File: config.mk
export PLATFORM = sky130hd
export DESIGN_NAME = lzc_norm_sched
export DESIGN_NICKNAME = d
export VERILOG_FILES = /design/src/rtl/lzc_norm_pkg.sv /design/src/rtl/lzc24.sv /design/src/rtl/rr_arb_onehot.sv /design/src/rtl/lzc_norm_sched.sv
export SDC_FILE = /design/constraint.sdc
export NUM_CORES = 1
export LEC_CHECK = 0
export CAP_MARGIN = 20
export CORE_MARGIN = 1.5
export CORE_UTILIZATION = 36
export CTS_CLUSTER_DIAMETER = 30
export DETAILED_ROUTE_END_ITERATION = 10
export MAX_ROUTING_LAYER = met4
export PLACE_DENSITY = 0.63
export RECOVER_POWER = 50
export SLEW_MARGIN = 30
export SYNTH_ARGS = -nofsm -noshare
export SYNTH_HDL_FRONTEND = slang
export SYNTH_SLANG_ARGS = --single-unit
File: constraint.sdc
create_clock -name clk -period 4.1 [get_ports clk]
set_input_delay 0.82 -clock clk [delete_from_list [all_inputs] [get_ports clk]]
set_output_delay 0.82 -clock clk [all_outputs]
set_load 0.005 [all_outputs]
File: src/rtl/lzc_norm_pkg.sv
// ============================================================================
// lzc_norm_pkg
// ----------------------------------------------------------------------------
// Shared constants and types for the shared leading-zero-count / normalise
// scheduler (lzc_norm_sched) and its helpers (lzc24, rr_arb_onehot).
//
// Contents:
//   LZC_W        operand / mantissa width (24)
//   LZ_W         width of a leading-zero count (5, holds 0..24)
//   LZ_ALLZERO   count reported for an all-zero operand (24)
//   ID_MAX_W     widest requester ID the result record can carry (8 requesters)
//   STAT_W       width of the optional statistics counters
//   lzc_result_t one result record {id, lz, zero, norm}
//   sat_inc      saturating increment used by the statistics counters
//
// Optional feature macro used by the scheduler: LZC_NORM_STATS_EN.
// ============================================================================
package lzc_norm_pkg;

   localparam int LZC_W    = 24;
   localparam int LZ_W     = 5;
   localparam logic [LZ_W-1:0] LZ_ALLZERO = 5'd24;
   localparam int ID_MAX_W = 3;
   localparam int STAT_W   = 16;

   // One normalised result as it leaves the count+shift stage. The id field
   // is sized for the largest supported requester count; narrower
   // configurations zero-extend into it.
   typedef struct packed {
      logic [ID_MAX_W-1:0] id;
      logic [LZ_W-1:0]     lz;
      logic                zero;
      logic [LZC_W-1:0]    norm;
   } lzc_result_t;

   // Counters stick at all-ones instead of wrapping so a long soak never
   // reports a misleadingly small number.
   function automatic logic [STAT_W-1:0] sat_inc(input logic [STAT_W-1:0] v);
      return (v == '1) ? v : v + STAT_W'(1);
   endfunction

endpackage

File: src/rtl/lzc24.sv
// ============================================================================
// lzc24
// ----------------------------------------------------------------------------
// Purely combinational 24-bit leading-zero counter.
//
// Ports:
//   data   in  24  operand
//   count  out 5   number of zero bits above the most significant one;
//                  24 when the operand is all zeroes
//   zero   out 1   operand is all zeroes
// ============================================================================
module lzc24
   import lzc_norm_pkg::*;
(
   input  logic [LZC_W-1:0] data,
   output logic [LZ_W-1:0]  count,
   output logic             zero
);

   // Scan from the LSB upwards; the last set bit visited is the most
   // significant one, so its position wins. With no set bit the default
   // all-zero count stays in place.
   always_comb begin
      count = LZ_ALLZERO;
      for (int i = 0; i < LZC_W; i++) begin
         if (data[i]) begin
            count = LZ_W'(LZC_W - 1 - i);
         end
      end
   end

   assign zero = (data == '0);

endmodule

File: src/rtl/rr_arb_onehot.sv
// ============================================================================
// rr_arb_onehot
// ----------------------------------------------------------------------------
// Combinational round-robin arbiter. The search begins one place after the
// pointer (wrapping at N), so the requester that last won has the lowest
// priority. The pointer itself is owned by the caller, which only moves it
// on a completed handshake.
//
// Parameters:
//   N      number of requesters
//   IDX_W  width of the pointer / encoded index (2**IDX_W >= N)
//
// Ports:
//   req    in  N      request vector
//   ptr    in  IDX_W  index of the most recent winner
//   grant  out N      one-hot grant, zero when nobody requests
//   idx    out IDX_W  encoded index of the grant, 0 when nobody requests
// ============================================================================
module rr_arb_onehot #(
   parameter int N     = 2,
   parameter int IDX_W = 1
) (
   input  logic [N-1:0]     req,
   input  logic [IDX_W-1:0] ptr,
   output logic [N-1:0]     grant,
   output logic [IDX_W-1:0] idx
);

   // Walk the candidates in priority order (ptr+1, ptr+2, ... ptr+N mod N)
   // and take the first one that is requesting. The inner loop matches the
   // candidate number against constant indices so no variable bit-select is
   // needed on the request vector.
   always_comb begin
      logic found;
      grant = '0;
      idx   = '0;
      found = 1'b0;
      for (int k = 1; k <= N; k++) begin
         for (int i = 0; i < N; i++) begin
            if (!found && req[i] && (((int'(ptr) + k) % N) == i)) begin
               found    = 1'b1;
               grant[i] = 1'b1;
               idx      = IDX_W'(i);
            end
         end
      end
   end

endmodule

File: src/rtl/lzc_norm_sched.sv
// ============================================================================
// lzc_norm_sched
// ----------------------------------------------------------------------------
// Shares one 24-bit leading-zero counter and one left-shift normaliser among
// N_REQ requesters (for example the per-axis reciprocal front ends). A
// round-robin arbiter picks one requester per cycle; the chosen operand is
// captured in stage 1, counted and shifted on the way into stage 2, and
// stage 2 presents the normalised mantissa, shift count and requester ID to
// the downstream reciprocal LUT/Newton stage. Both stages are elastic, so a
// stalled consumer fills the pipe (two results held) before back-pressure
// reaches the requesters, and results always leave in grant order.
//
// Parameters:
//   N_REQ  number of requesters, 2..8
//   ID_W   requester ID width, 2**ID_W >= N_REQ
//
// Ports:
//   clk             in   1         rising-edge clock
//   reset           in   1         synchronous, active-high
//   req_valid       in   N_REQ     requester i has an operand
//   req_data        in   N_REQ*24  operand i in bits [24*i+23:24*i], unsigned
//   req_ready       out  N_REQ     one-hot or zero; transfer on valid&ready
//   out_valid       out  1         result valid
//   out_ready       in   1         consumer accepts the result
//   out_id          out  ID_W      requester index of the result
//   out_lz          out  5         leading-zero count, 0..24
//   out_zero        out  1         operand was all zeroes
//   out_norm        out  24        operand << out_lz; 0 when out_zero
//   stat_zero_cnt   out  16        (LZC_NORM_STATS_EN only) saturating count
//                                  of all-zero results accepted downstream
//   stat_stall_cnt  out  16        (LZC_NORM_STATS_EN only) saturating count
//                                  of cycles with out_valid & !out_ready
//
// Build option: define LZC_NORM_STATS_EN to add the two statistics outputs.
// ============================================================================
module lzc_norm_sched
   import lzc_norm_pkg::*;
#(
   parameter int N_REQ = 2,
   parameter int ID_W  = 1
) (
   input  logic                   clk,
   input  logic                   reset,
   input  logic [N_REQ-1:0]       req_valid,
   input  logic [N_REQ*LZC_W-1:0] req_data,
   output logic [N_REQ-1:0]       req_ready,
   output logic                   out_valid,
   input  logic                   out_ready,
   output logic [ID_W-1:0]        out_id,
   output logic [LZ_W-1:0]        out_lz,
   output logic                   out_zero,
`ifdef LZC_NORM_STATS_EN
   output logic [STAT_W-1:0]      stat_zero_cnt,
   output logic [STAT_W-1:0]      stat_stall_cnt,
`endif
   output logic [LZC_W-1:0]       out_norm
);

   // ------------------------------------------------------------------------
   // Pipeline state
   // ------------------------------------------------------------------------
   logic              s1_valid;
   logic [LZC_W-1:0]  s1_data;
   logic [ID_W-1:0]   s1_id;
   logic [ID_W-1:0]   ptr;
   lzc_result_t       out_q;

   logic              s1_adv;
   logic              s2_adv;
   logic [N_REQ-1:0]  grant;
   logic [ID_W-1:0]   grant_idx;
   logic [LZC_W-1:0]  grant_data;
   logic [LZ_W-1:0]   lz_count;
   logic              lz_zero;
   lzc_result_t       s2_next;

   // Each stage may load whenever it is empty or the stage after it is
   // moving, which lets both stages advance together with no bubble.
   assign s2_adv = !out_valid || out_ready;
   assign s1_adv = !s1_valid || s2_adv;

   // ------------------------------------------------------------------------
   // Arbitration
   // ------------------------------------------------------------------------
   rr_arb_onehot #(
      .N     (N_REQ),
      .IDX_W (ID_W)
   ) u_arb (
      .req   (req_valid),
      .ptr   (ptr),
      .grant (grant),
      .idx   (grant_idx)
   );

   // The grant only turns into a handshake when stage 1 can take it. Ready
   // is forced low during reset so nothing is accepted into a pipe that is
   // being cleared.
   assign req_ready = grant & {N_REQ{s1_adv && !reset}};

   // Select the granted operand. The grant is one-hot or zero, so OR-ing the
   // masked lanes together is a plain multiplexer.
   always_comb begin
      grant_data = '0;
      for (int i = 0; i < N_REQ; i++) begin
         if (grant[i]) begin
            grant_data = grant_data | req_data[i*LZC_W +: LZC_W];
         end
      end
   end

   // ------------------------------------------------------------------------
   // Count and shift between stage 1 and stage 2
   // ------------------------------------------------------------------------
   lzc24 u_lzc (
      .data  (s1_data),
      .count (lz_count),
      .zero  (lz_zero)
   );

   // Shifting a non-zero operand by its own leading-zero count leaves a one
   // in bit 23. The all-zero case is forced to zero explicitly rather than
   // relying on a 24-place shift to flush the word.
   always_comb begin
      s2_next      = '0;
      s2_next.id   = ID_MAX_W'(s1_id);
      s2_next.lz   = lz_count;
      s2_next.zero = lz_zero;
      s2_next.norm = lz_zero ? '0 : (s1_data << lz_count);
   end

   // ------------------------------------------------------------------------
   // Stage 1: capture the granted operand and its requester ID. The
   // round-robin pointer moves to the winner only when the handshake really
   // completes, so a requester that drops valid never steals a turn.
   // Reset leaves the pointer on the last requester so requester 0 comes
   // first.
   // ------------------------------------------------------------------------
   always_ff @(posedge clk) begin
      if (reset) begin
         s1_valid <= 1'b0;
         s1_data  <= '0;
         s1_id    <= '0;
         ptr      <= ID_W'(N_REQ - 1);
      end else begin
         if (s1_adv) begin
            s1_valid <= |grant;
            s1_data  <= grant_data;
            s1_id    <= grant_idx;
         end
         if (|req_ready) begin
            ptr <= grant_idx;
         end
      end
   end

   // ------------------------------------------------------------------------
   // Stage 2: output registers. They reload from the count+shift result when
   // the consumer takes the current word (or there is none) and otherwise
   // hold every field stable while stalled.
   // ------------------------------------------------------------------------
   always_ff @(posedge clk) begin
      if (reset) begin
         out_valid <= 1'b0;
         out_q     <= '0;
      end else if (s2_adv) begin
         out_valid <= s1_valid;
         out_q     <= s2_next;
      end
   end

   assign out_id   = out_q.id[ID_W-1:0];
   assign out_lz   = out_q.lz;
   assign out_zero = out_q.zero;
   assign out_norm = out_q.norm;

   // Upper id bits of the result record are always zero in configurations
   // narrower than the widest supported one; fold them into a sink.
   logic unused_id_bits;
   assign unused_id_bits = ^out_q.id;

`ifdef LZC_NORM_STATS_EN
   // ------------------------------------------------------------------------
   // Statistics: all-zero operands delivered downstream, and cycles where a
   // result was waiting on the consumer. Both saturate at all-ones.
   // ------------------------------------------------------------------------
   always_ff @(posedge clk) begin
      if (reset) begin
         stat_zero_cnt  <= '0;
         stat_stall_cnt <= '0;
      end else begin
         if (out_valid && out_ready && out_q.zero) begin
            stat_zero_cnt <= sat_inc(stat_zero_cnt);
         end
         if (out_valid && !out_ready) begin
            stat_stall_cnt <= sat_inc(stat_stall_cnt);
         end
      end
   end
`endif

endmodule

==> flow_metrics.py, run 1 <==
metrics = {
    "pwr": {
        "p_per_area_nw_per_um2": 401.7,
        "power.share.combinational_pct": 36.7,
        "ir_worst_vdd_v": 0.0001501,
        "p_total_mw": 1.887,
        "internal_power_mw": 1.191,
        "clockPowerShare_pct": 25.9,
        "power_leakage_nw": 1.807,
        "p_switching_mw": 0.6962,
        "swShare_pct": 36.89,
        "p_seq_share_pct": 37.4,
    },
    "worst_setup_path": {
        "cpMaxStageDelayCell": "dlygate4sd3_1",
        "critPathLaunchType": "input port",
        "crit_buf_inv": 2,
        "endpoint_kind": "primary output",
        "crit_path_cell_trace": "dlygate4sd3_1 > nor2b_1 > nand2_1 > and3b_1 > clkdlybuf4s50_1",
        "crit_fanout": 3,
        "cp_top_family": "buffers and inverters",
        "worstPathRequired_ns": 3.28,
        "path_class": "in2out",
        "cpPeakStageDelay_ns": 0.55,
        "crit_arrival_ns": 2.62,
    },
    "logic_synthesis": {
        "synth_edf_count": 0,
        "yosysTopAreaCell": "dfxtp_1",
        "synthFlopType": "dfxtp_1",
        "yosys-mux-area-fraction_pct": 8.167,
        "syn_inst": 451,
        "synthAdderAreaFrac_pct": 0,
        "synth_commonest_cells": "nor2_1 (66), dfxtp_1 (59), nand2_1 (38), nor3_1 (30), a21oi_1 (27)",
        "netlist_area_um2": 3646,
        "synth.distinct_cells": 59,
        "yosysMostFrequentCell": "nor2_1",
        "ys_seq_elements": 59,
        "synth_compound_area_share_pct": 30.78,
        "syn-num-nets": 504,
        "ys_warn_count": 0,
        "netlist.area_leader.share_pct": 32.40,
        "yosys.area_share.simple_pct": 21.35,
        "synthTopCellsByArea": "dfxtp_1 (32%), nor2_1 (6.8%), a222oi_1 (6.6%)",
        "synth_top_family_by_area": "compound AO/OA/AOI/OAI gates",
        "synthesis.area_per_instance_um2": 8.084,
        "synth_xor_area_share_pct": 0,
        "yosysSeqAreaShare_pct": 32.40,
        "synthArstFlopShare_pct": 0,
    },
    "global_routing": {
        "grt_pass1_wl_mm": 18.67,
        "antenna_found_initial": 0,
        "overflow": 0,
        "grt_max_degree": 52,
        "grt_use_total_pct": 22.08,
        "grt_pass1_vias": 3565,
    },
    "clock_tree": {
        "clkTransAtPathRegs_ns": 0.07,
        "clk_latency_ns": 0.35,
        "htreeDepth": 3,
        "ctsResizeCount": 0,
        "post_cts_buffers": 0,
        "cts_tree": "built",
        "ctsHoldBuffers": 0,
        "numCtsBuffers": 9,
        "clkSinkCount": 59,
        "cts_buffer_depth": 2,
        "clockRootBuffer": "clkbuf_8",
    },
    "routing": {
        "drc_errors": 0,
        "wl_per_cell_um": 17.50,
        "drt-total-wl_mm": 11.48,
        "viasPerCell": 5.819,
        "vias": 3817,
        "drtIter0Drc": 292,
        "antenna_left": 0,
        "dr.pass1.iters": 7,
    },
    "floorplan": {
        "fp.dieH_um": 103.6,
        "io_pins": 87,
        "start_util_pct": 37.13,
        "dieWidth_um": 103.6,
        "fp-row-count": 36,
        "dieArea_um2": 10740,
        "core_area_um2": 9819,
    },
    "timing": {
        "setup_slack_ns": 0.6562,
        "fin_crit_sh_pct": 83.99,
        "period_needed_ns": 3.444,
        "slew_viol_final": 0,
        "slew_headroom_pct": 29.31,
        "fmax_mhz": 290.4,
        "rsz0062_at_grt": "false",
        "fin_skew_ns": 0.01373,
        "hold_viol": 0,
        "setup_viol": 0,
        "fin_tns_setup_ns": 0,
        "tightest_slew_ns": 1.060,
    },
    "placed_design": {
        "port-buffer-count": 86,
        "place_congestion": 0.9130,
        "hpwl_mm": 8.491,
        "dp_cells": 640,
        "dpl_cell_area_um2": 4529,
        "post-place-ws_ns": 0.8033,
    },
    "cells_and_area": {
        "finalNonFillerCells": 656,
        "synthToLayoutAreaGrowth_pct": 28.86,
        "n_antenna_cell": 0,
        "stdcell_area_um2": 4698,
        "drive_above_1_share_pct": 8.795,
        "fill_cells": 1029,
        "nNetsFinal": 571,
    },
    "run_status": {
        "status": "completed",
    },
    "run": {
        "drv_cap": 0,
    },
    "hold_path": {
        "hp-class": "reg2reg",
    },
}
## registers in the layout (all words and copies together) (netlist names)
name and count:
out_valid 1, out_lz 5, s1_id 1, out_norm 24
out_zero 1, ptr 1, s1_valid 1, s1_data 24
out_id 1
## logic make-up after synthesis
family          after synthesis
simple gates                170
compound gates              146
mux                          24
flops                        59
buf+inv                      52
## routing by layer
| metal | routed length [µm] | up-vias | part of all wire (%) | GRT usage [%] |
|---|---|---|---|---|
| li1 | - | 1842 | - | - |
| met1 | 5292 | 1813 | 46 | 28.41 |
| met2 | 5331 | 143 | 46 | 35.57 |
| met3 | 673 | 19 | 5.9 | 3.839 |
| met4 | 181 | 0 | 1.6 | 6.548 |
| met5 | 0 | - | 0 | - |
## area by class of cell
type	instances	area, µm²	area share [%]
inverter	12	45.04	0.9587
clock inverter	5	37.54	0.7989
multi-input combinational	340	2200	46.82
sequential	59	1181	25.14
tap	133	166.4	3.542
timing repair buffer	96	927.1	19.73
clock buffer	11	141.4	3.009
## through the flow
step	util, %	hold slack, ns
3_5_place_dp	46.13	0.4331
4_1_cts	47.95	0.4429
6_report	47.85	0.4343
2_1_floorplan	-	0.4345
5_1_grt	47.85	0.4667
3_3_place_gp	46.13	0.4262
## power groups by stage
stage / sequential [mW] / combinational [mW] / clock, mW
floorplan: 0.698 / 0.474 / 0
global placement: 0.717 / 0.700 / 0
detailed placement: 0.721 / 0.703 / 0
CTS: 0.707 / 0.706 / 0.494
global route: 0.716 / 0.752 / 0.515
finish: 0.705 / 0.692 / 0.490
## final timing paths
path | from | end | slack [ns] | depth (start not counted)
worst min-delay path | out_norm[13]$_SDFFE_PP0P_ | out_norm[13]$_SDFFE_PP0P_ | 0.43 | 2
worst min register to register | out_norm[13]$_SDFFE_PP0P_ | out_norm[13]$_SDFFE_PP0P_ | 0.43 | 2
worst max-delay path | out_ready | req_ready[0] | 0.66 | 5
worst max register to register | s1_data[3]$_SDFFE_PP0N_ | out_norm[11]$_SDFFE_PP0P_ | 1.22 | 8
## worst reg2reg max path: stages, from the launching register on
cell and delay, ns:
dfxtp_1 0.49, and2b_1 0.21, a2111oi_4 0.04, o221ai_2 0.27, a21o_2 0.58, mux2i_1 0.50, a22oi_1 0.23, a311oi_1 0.35
nor4_1 0.09
## placed cells by master (no fill, tap or decap), types with 3 or more instances in the layout
cell type        count
a221oi_1             4
nor4_1               4
buf_4                9
a221oi_2             3
dfxtp_1             59
nand2_1             38
nand2b_1             3
nand3_1             10
inv_1               12
o21a_1               4
a31oi_1              3
mux4_2               4
and2_1               6
mux2i_1             18
a211oi_1            13
dlygate4sd3_1       33
a311oi_1             4
a21oi_1             27
o31ai_1              4
a22oi_1             15
a222oi_1            24
nor3_1              30
clkbuf_8            10
nor2_1              66
o21ai_0             10
o21ai_1              9
clkdlybuf4s50_1     52
No activity file was read; power rests on OpenSTA's default activity.
==> run 2: changes to the inputs <==
clock period = 3.5 ns   (was 4.1 ns; I/O delays follow)
==> run 2 against run 1 <==
  * Sequential power up 17%
  * Global-route usage up 0.61 points
  * Sequential share of layout area down 0.19 points
  * Register-to-register slack worse by 0.68 ns
  * Clock power up 8.8%
  * First-iteration DRC count down 13%
  * Critical endpoint unchanged
==> flow_metrics.py, run 2 (synthesis gave the netlist of run 1 again) <==
metrics = {
    "routing": {
        "drt-total-wl_mm": 11.65,
        "wl_per_cell_um": 17.57,
        "drc_errors": 0,
        "vias": 3809,
        "antenna_left": 0,
        "drtIter0Drc": 253,
        "dr.pass1.iters": 6,
        "viasPerCell": 5.745,
    },
    "timing": {
        "slew_viol_final": 0,
        "fin_tns_setup_ns": 0,
        "tightest_slew_ns": 1.075,
        "fin_skew_ns": 0.01257,
        "slew_headroom_pct": 28.33,
        "hold_viol": 0,
        "setup_viol": 0,
        "period_needed_ns": 2.985,
        "setup_slack_ns": 0.5154,
        "rsz0062_at_grt": "false",
        "fmax_mhz": 335.1,
        "fin_crit_sh_pct": 85.27,
    },
    "cells_and_area": {
        "nNetsFinal": 579,
        "synthToLayoutAreaGrowth_pct": 29.86,
        "final_common_cell": "nor2_1",
        "final_util_pct": 48.22,
        "final_cell_mix": "nor2_1 (66), dfxtp_1 (59), clkdlybuf4s50_1 (56)",
        "drive_above_1_share_pct": 9.811,
        "fill_cells": 1011,
        "n_antenna_cell": 0,
    },
    "hold_path": {
        "hold_start": "out_norm[13]$_SDFFE_PP0P_",
        "hp-class": "reg2reg",
    },
    "clock_tree": {
        "ctsHoldBuffers": 0,
        "cts_buffer_depth": 2,
        "htreeDepth": 3,
        "numCtsBuffers": 9,
        "clkSinkCount": 59,
        "cts_tree": "built",
        "clockRootBuffer": "clkbuf_8",
        "ctsResizeCount": 0,
        "clk_latency_ns": 0.35,
        "post_cts_buffers": 0,
        "clkTransAtPathRegs_ns": 0.07,
    },
    "pwr": {
        "ir_worst_vdd_v": 0.0001553,
        "p_total_mw": 2.193,
        "p_per_area_nw_per_um2": 463.1,
        "power_leakage_nw": 1.831,
    },
    "placed_design": {
        "post-place-ws_ns": 0.5993,
        "hpwl_mm": 8.673,
        "port-buffer-count": 86,
        "place_congestion": 0.9540,
    },
    "run_status": {
        "status": "completed",
    },
    "global_routing": {
        "grt_pass1_wl_mm": 19.12,
        "antenna_found_initial": 0,
        "grt_use_total_pct": 22.69,
        "overflow": 0,
        "grt_pass1_vias": 3731,
        "grt_max_degree": 53,
    },
    "worst_setup_path": {
        "crit_buf_inv": 2,
        "crit_fanout": 3,
        "cpMaxStageDelayCell": "dlygate4sd3_1",
        "worstPathRequired_ns": 2.80,
        "startpoint": "out_ready",
        "cpPeakStageDelay_ns": 0.55,
        "r2r-start": "s1_data[3]$_SDFFE_PP0N_",
        "endpoint_kind": "primary output",
        "cp_top_family": "buffers and inverters",
        "crit_arrival_ns": 2.28,
        "crit_path_cell_trace": "dlygate4sd3_1 > nor2b_1 > nand2_1 > and3b_1 > clkdlybuf4s50_1",
        "critPathLaunchType": "input port",
        "path_class": "in2out",
    },
    "floorplan": {
        "dieWidth_um": 103.6,
        "start_util_pct": 37.13,
        "fp.dieH_um": 103.6,
        "dieArea_um2": 10740,
        "core_area_um2": 9819,
        "io_pins": 87,
        "fp-row-count": 36,
    },
    "run": {
        "drv_cap": 0,
    },
}
run 2: worst paths after layout:
check	end	slack [ns]	cells after the start
setup / recovery	req_ready[0]	0.52	5
hold / removal	out_norm[13]$_SDFFE_PP0P_	0.43	2
hold reg to reg	out_norm[13]$_SDFFE_PP0P_	0.43	2
setup reg to reg	out_norm[15]$_SDFFE_PP0P_	0.54	9
run 2: report_power, final:
part | switching [mW] | internal [mW]
logic | 0.450 | 0.387
clock network | 0.283 | 0.250
registers | 0.0734 | 0.749
total | 0.807 | 1.39
run 2: metrics by stage:
step | std cells | hold slack [ns] | cell area (µm²)
after floorplan | 451 | 0.4345 | 3646
after global placement | 648 | 0.4270 | 4589
after detailed placement | 648 | 0.4308 | 4589
after CTS | 663 | 0.4420 | 4748
after global routing | 663 | 0.4683 | 4735
final | 663 | 0.4345 | 4735
run 2: area by class of cell:
cell class                 instances  area (µm²)  share of cell area (%)
timing repair buffer             104       984.7                   20.80
clock buffer                      10       127.6                   2.696
inverter                          12       45.04                  0.9514
multi-input combinational        340        2198                   46.43
clock inverter                     5       31.28                  0.6607
sequential                        59        1181                   24.95
tap                              133       166.4                   3.515
run 2: worst register-to-register path: stages, from the launching register on:
cell and delay [ns]:
dfxtp_1 0.53, and2b_1 0.23, a2111oi_4 0.04, o221ai_2 0.26, a21o_1 0.36, buf_4 0.24, mux2i_1 0.55, mux2i_2 0.26
a221oi_2 0.29, a31oi_1 0.07
run 2: layer usage:
layer	track usage (%)	vias up	routed length, µm
met1	28.87	1780	5342
met4	8.929	0	284
met5	-	-	0
met3	3.902	22	617
met2	35.95	141	5402
li1	-	1866	-
==> run 3: changes to the inputs <==
CORE_UTILIZATION = 42   (was 36)
PLACE_DENSITY = default   (was 0.63)
PLACE_DENSITY_LB_ADDON = 0.12   (was default)
==> run 3 against run 2 <==
  * Global-route usage rose by 4.1 points
  * Total power rose by 5.1%
  * Flip-flop and latch count did not move
  * Critical path type unchanged
  * Fmax rose by 1.4%
  * Sequential share of layout area fell by 0.29 points
  * Wire length fell by 2.4%
  * Sequential power barely moved
  * Highest routed layer unchanged
  * Combinational power rose by 2.6%
  * Die area fell by 14%
  * Worst hold slack improved by 0.00063 ns
  * Via count rose by 1.2%
==> flow_metrics.py, run 3 (synthesis gave the netlist of run 1 again) <==
metrics = {
    "run_status": {
        "status": "completed",
    },
    "clock_tree": {
        "cts_buffer_depth": 2,
        "cts_tree": "built",
        "ctsHoldBuffers": 0,
        "clk_latency_ns": 0.36,
        "htreeDepth": 3,
        "numCtsBuffers": 9,
        "post_cts_buffers": 0,
        "clkTransAtPathRegs_ns": 0.07,
        "clkSinkCount": 59,
        "ctsResizeCount": 0,
        "clockRootBuffer": "clkbuf_8",
    },
    "routing": {
        "viasPerCell": 6.006,
        "vias": 3856,
        "drt-total-wl_mm": 11.37,
        "dr.pass1.iters": 7,
        "drc_errors": 0,
        "drtIter0Drc": 256,
        "antenna_left": 0,
        "wl_per_cell_um": 17.71,
    },
    "timing": {
        "slew_viol_final": 0,
        "tightest_slew_ns": 1.074,
        "period_needed_ns": 2.944,
        "rsz0062_at_grt": "false",
        "hold_viol": 0,
        "setup_viol": 0,
        "fin_skew_ns": 0.01113,
        "fin_tns_setup_ns": 0,
        "fin_crit_sh_pct": 84.10,
        "slew_headroom_pct": 28.37,
        "fmax_mhz": 339.7,
    },
    "worst_setup_path": {
        "startpoint": "out_ready",
        "crit_fanout": 3,
        "cpPeakStageDelay_ns": 0.55,
        "cp_top_family": "buffers and inverters",
        "critPathLaunchType": "input port",
        "cp.depth": 5,
        "crit_buf_inv": 2,
        "r2r_cells": 8,
        "worstPathRequired_ns": 2.80,
        "path_class": "in2out",
        "r2r-start": "s1_data[4]$_SDFFE_PP0N_",
        "crit_arrival_ns": 2.24,
        "endpoint_kind": "primary output",
        "crit_path_cell_trace": "dlygate4sd3_1 > nor2b_1 > nand2_1 > and3b_1 > clkdlybuf4s50_1",
        "cpMaxStageDelayCell": "dlygate4sd3_1",
    },
    "floorplan": {
        "dieWidth_um": 96.17,
        "fp-row-count": 33,
        "io_pins": 87,
        "start_util_pct": 43.93,
        "core_area_um2": 8299,
        "dieArea_um2": 9249,
        "fp.dieH_um": 96.17,
    },
    "placed_design": {
        "hpwl_mm": 8.476,
        "port-buffer-count": 86,
        "place_congestion": 0.9624,
        "dp_cells": 627,
    },
    "global_routing": {
        "overflow": 0,
        "antenna_found_initial": 0,
        "grt_use_total_pct": 26.77,
        "grt_pass1_vias": 3573,
        "grt_max_degree": 54,
        "grt_pass1_wl_mm": 18.34,
    },
    "hold_path": {
        "hold-path-cell-count": 2,
        "hold_start": "out_norm[13]$_SDFFE_PP0P_",
        "hp-class": "reg2reg",
    },
    "pwr": {
        "p_switching_mw": 0.8091,
        "clockPowerShare_pct": 27.1,
        "power_leakage_nw": 1.883,
        "power.share.combinational_pct": 37.3,
        "swShare_pct": 35.11,
        "p_seq_share_pct": 35.6,
        "internal_power_mw": 1.495,
        "p_per_area_nw_per_um2": 481.1,
        "ir_worst_vdd_v": 0.0002279,
    },
    "cells_and_area": {
        "final_cell_mix": "nor2_1 (66), dfxtp_1 (59), clkdlybuf4s50_1 (57)",
        "synthToLayoutAreaGrowth_pct": 31.37,
        "finalNonFillerCells": 642,
        "final_common_cell": "nor2_1",
        "final_util_pct": 57.71,
        "drive_above_1_share_pct": 11.55,
        "n_antenna_cell": 0,
        "nNetsFinal": 586,
    },
    "run": {
        "drv_cap": 0,
    },
}
run 3: worst paths after layout:
kind	to	slack, ns
setup / recovery	req_ready[0]	0.56
hold reg to reg	out_norm[13]$_SDFFE_PP0P_	0.44
hold / removal	out_norm[13]$_SDFFE_PP0P_	0.44
setup reg to reg	out_norm[16]$_SDFFE_PP0P_	0.65
run 3: cell type report:
| cell class | count | area (µm²) |
|---|---|---|
| timing repair buffer | 111 | 1037 |
| clock inverter | 5 | 53.80 |
| multi-input combinational | 340 | 2203 |
| clock buffer | 10 | 137.6 |
| fill | 773 | 3510 |
| tap | 105 | 131.4 |
| sequential | 59 | 1181 |
| inverter | 12 | 45.04 |
run 3: stage by stage:
stage	power, mW	cell area [µm²]	worst slack (ns)	hold WS [ns]
finish	2.304	4790	0.5564	0.4352
global route	2.432	4790	0.4392	0.4687
CTS	2.323	4802	0.3207	0.4413
detailed placement	1.703	4611	0.3468	0.4311
global placement	1.704	4611	0.4289	0.4341
floorplan	1.373	3646	1.085	0.4345
run 3: metal layers:
metal | wire length, µm | track usage [%] | up-vias | share of wire [%]
met2 | 5326 | 42.61 | 128 | 47
met4 | 323 | 12.75 | 0 | 2.8
met1 | 5195 | 33.48 | 1826 | 46
met3 | 523 | 3.397 | 26 | 4.6
met5 | 0 | - | - | 0
li1 | - | - | 1876 | -
run 3: power groups by stage:
stage          Combinational [mW]  Sequential (mW)  Clock (mW)
6_report                    0.859            0.821       0.624
3_5_place_dp                0.866            0.837           0
3_3_place_gp                0.871            0.833           0
5_1_grt                     0.936            0.832       0.664
2_1_floorplan               0.555            0.818           0
4_1_cts                     0.871            0.822       0.630
run 3: worst register-to-register path: cells and delay by family, from the launching register on:
family | cells | cell delay, ns
multiplexers | 2 | 0.79
AO/OA/AOI/OAI | 4 | 1.05
flip-flops | 1 | 0.51
AND/OR/NAND/NOR | 2 | 0.42
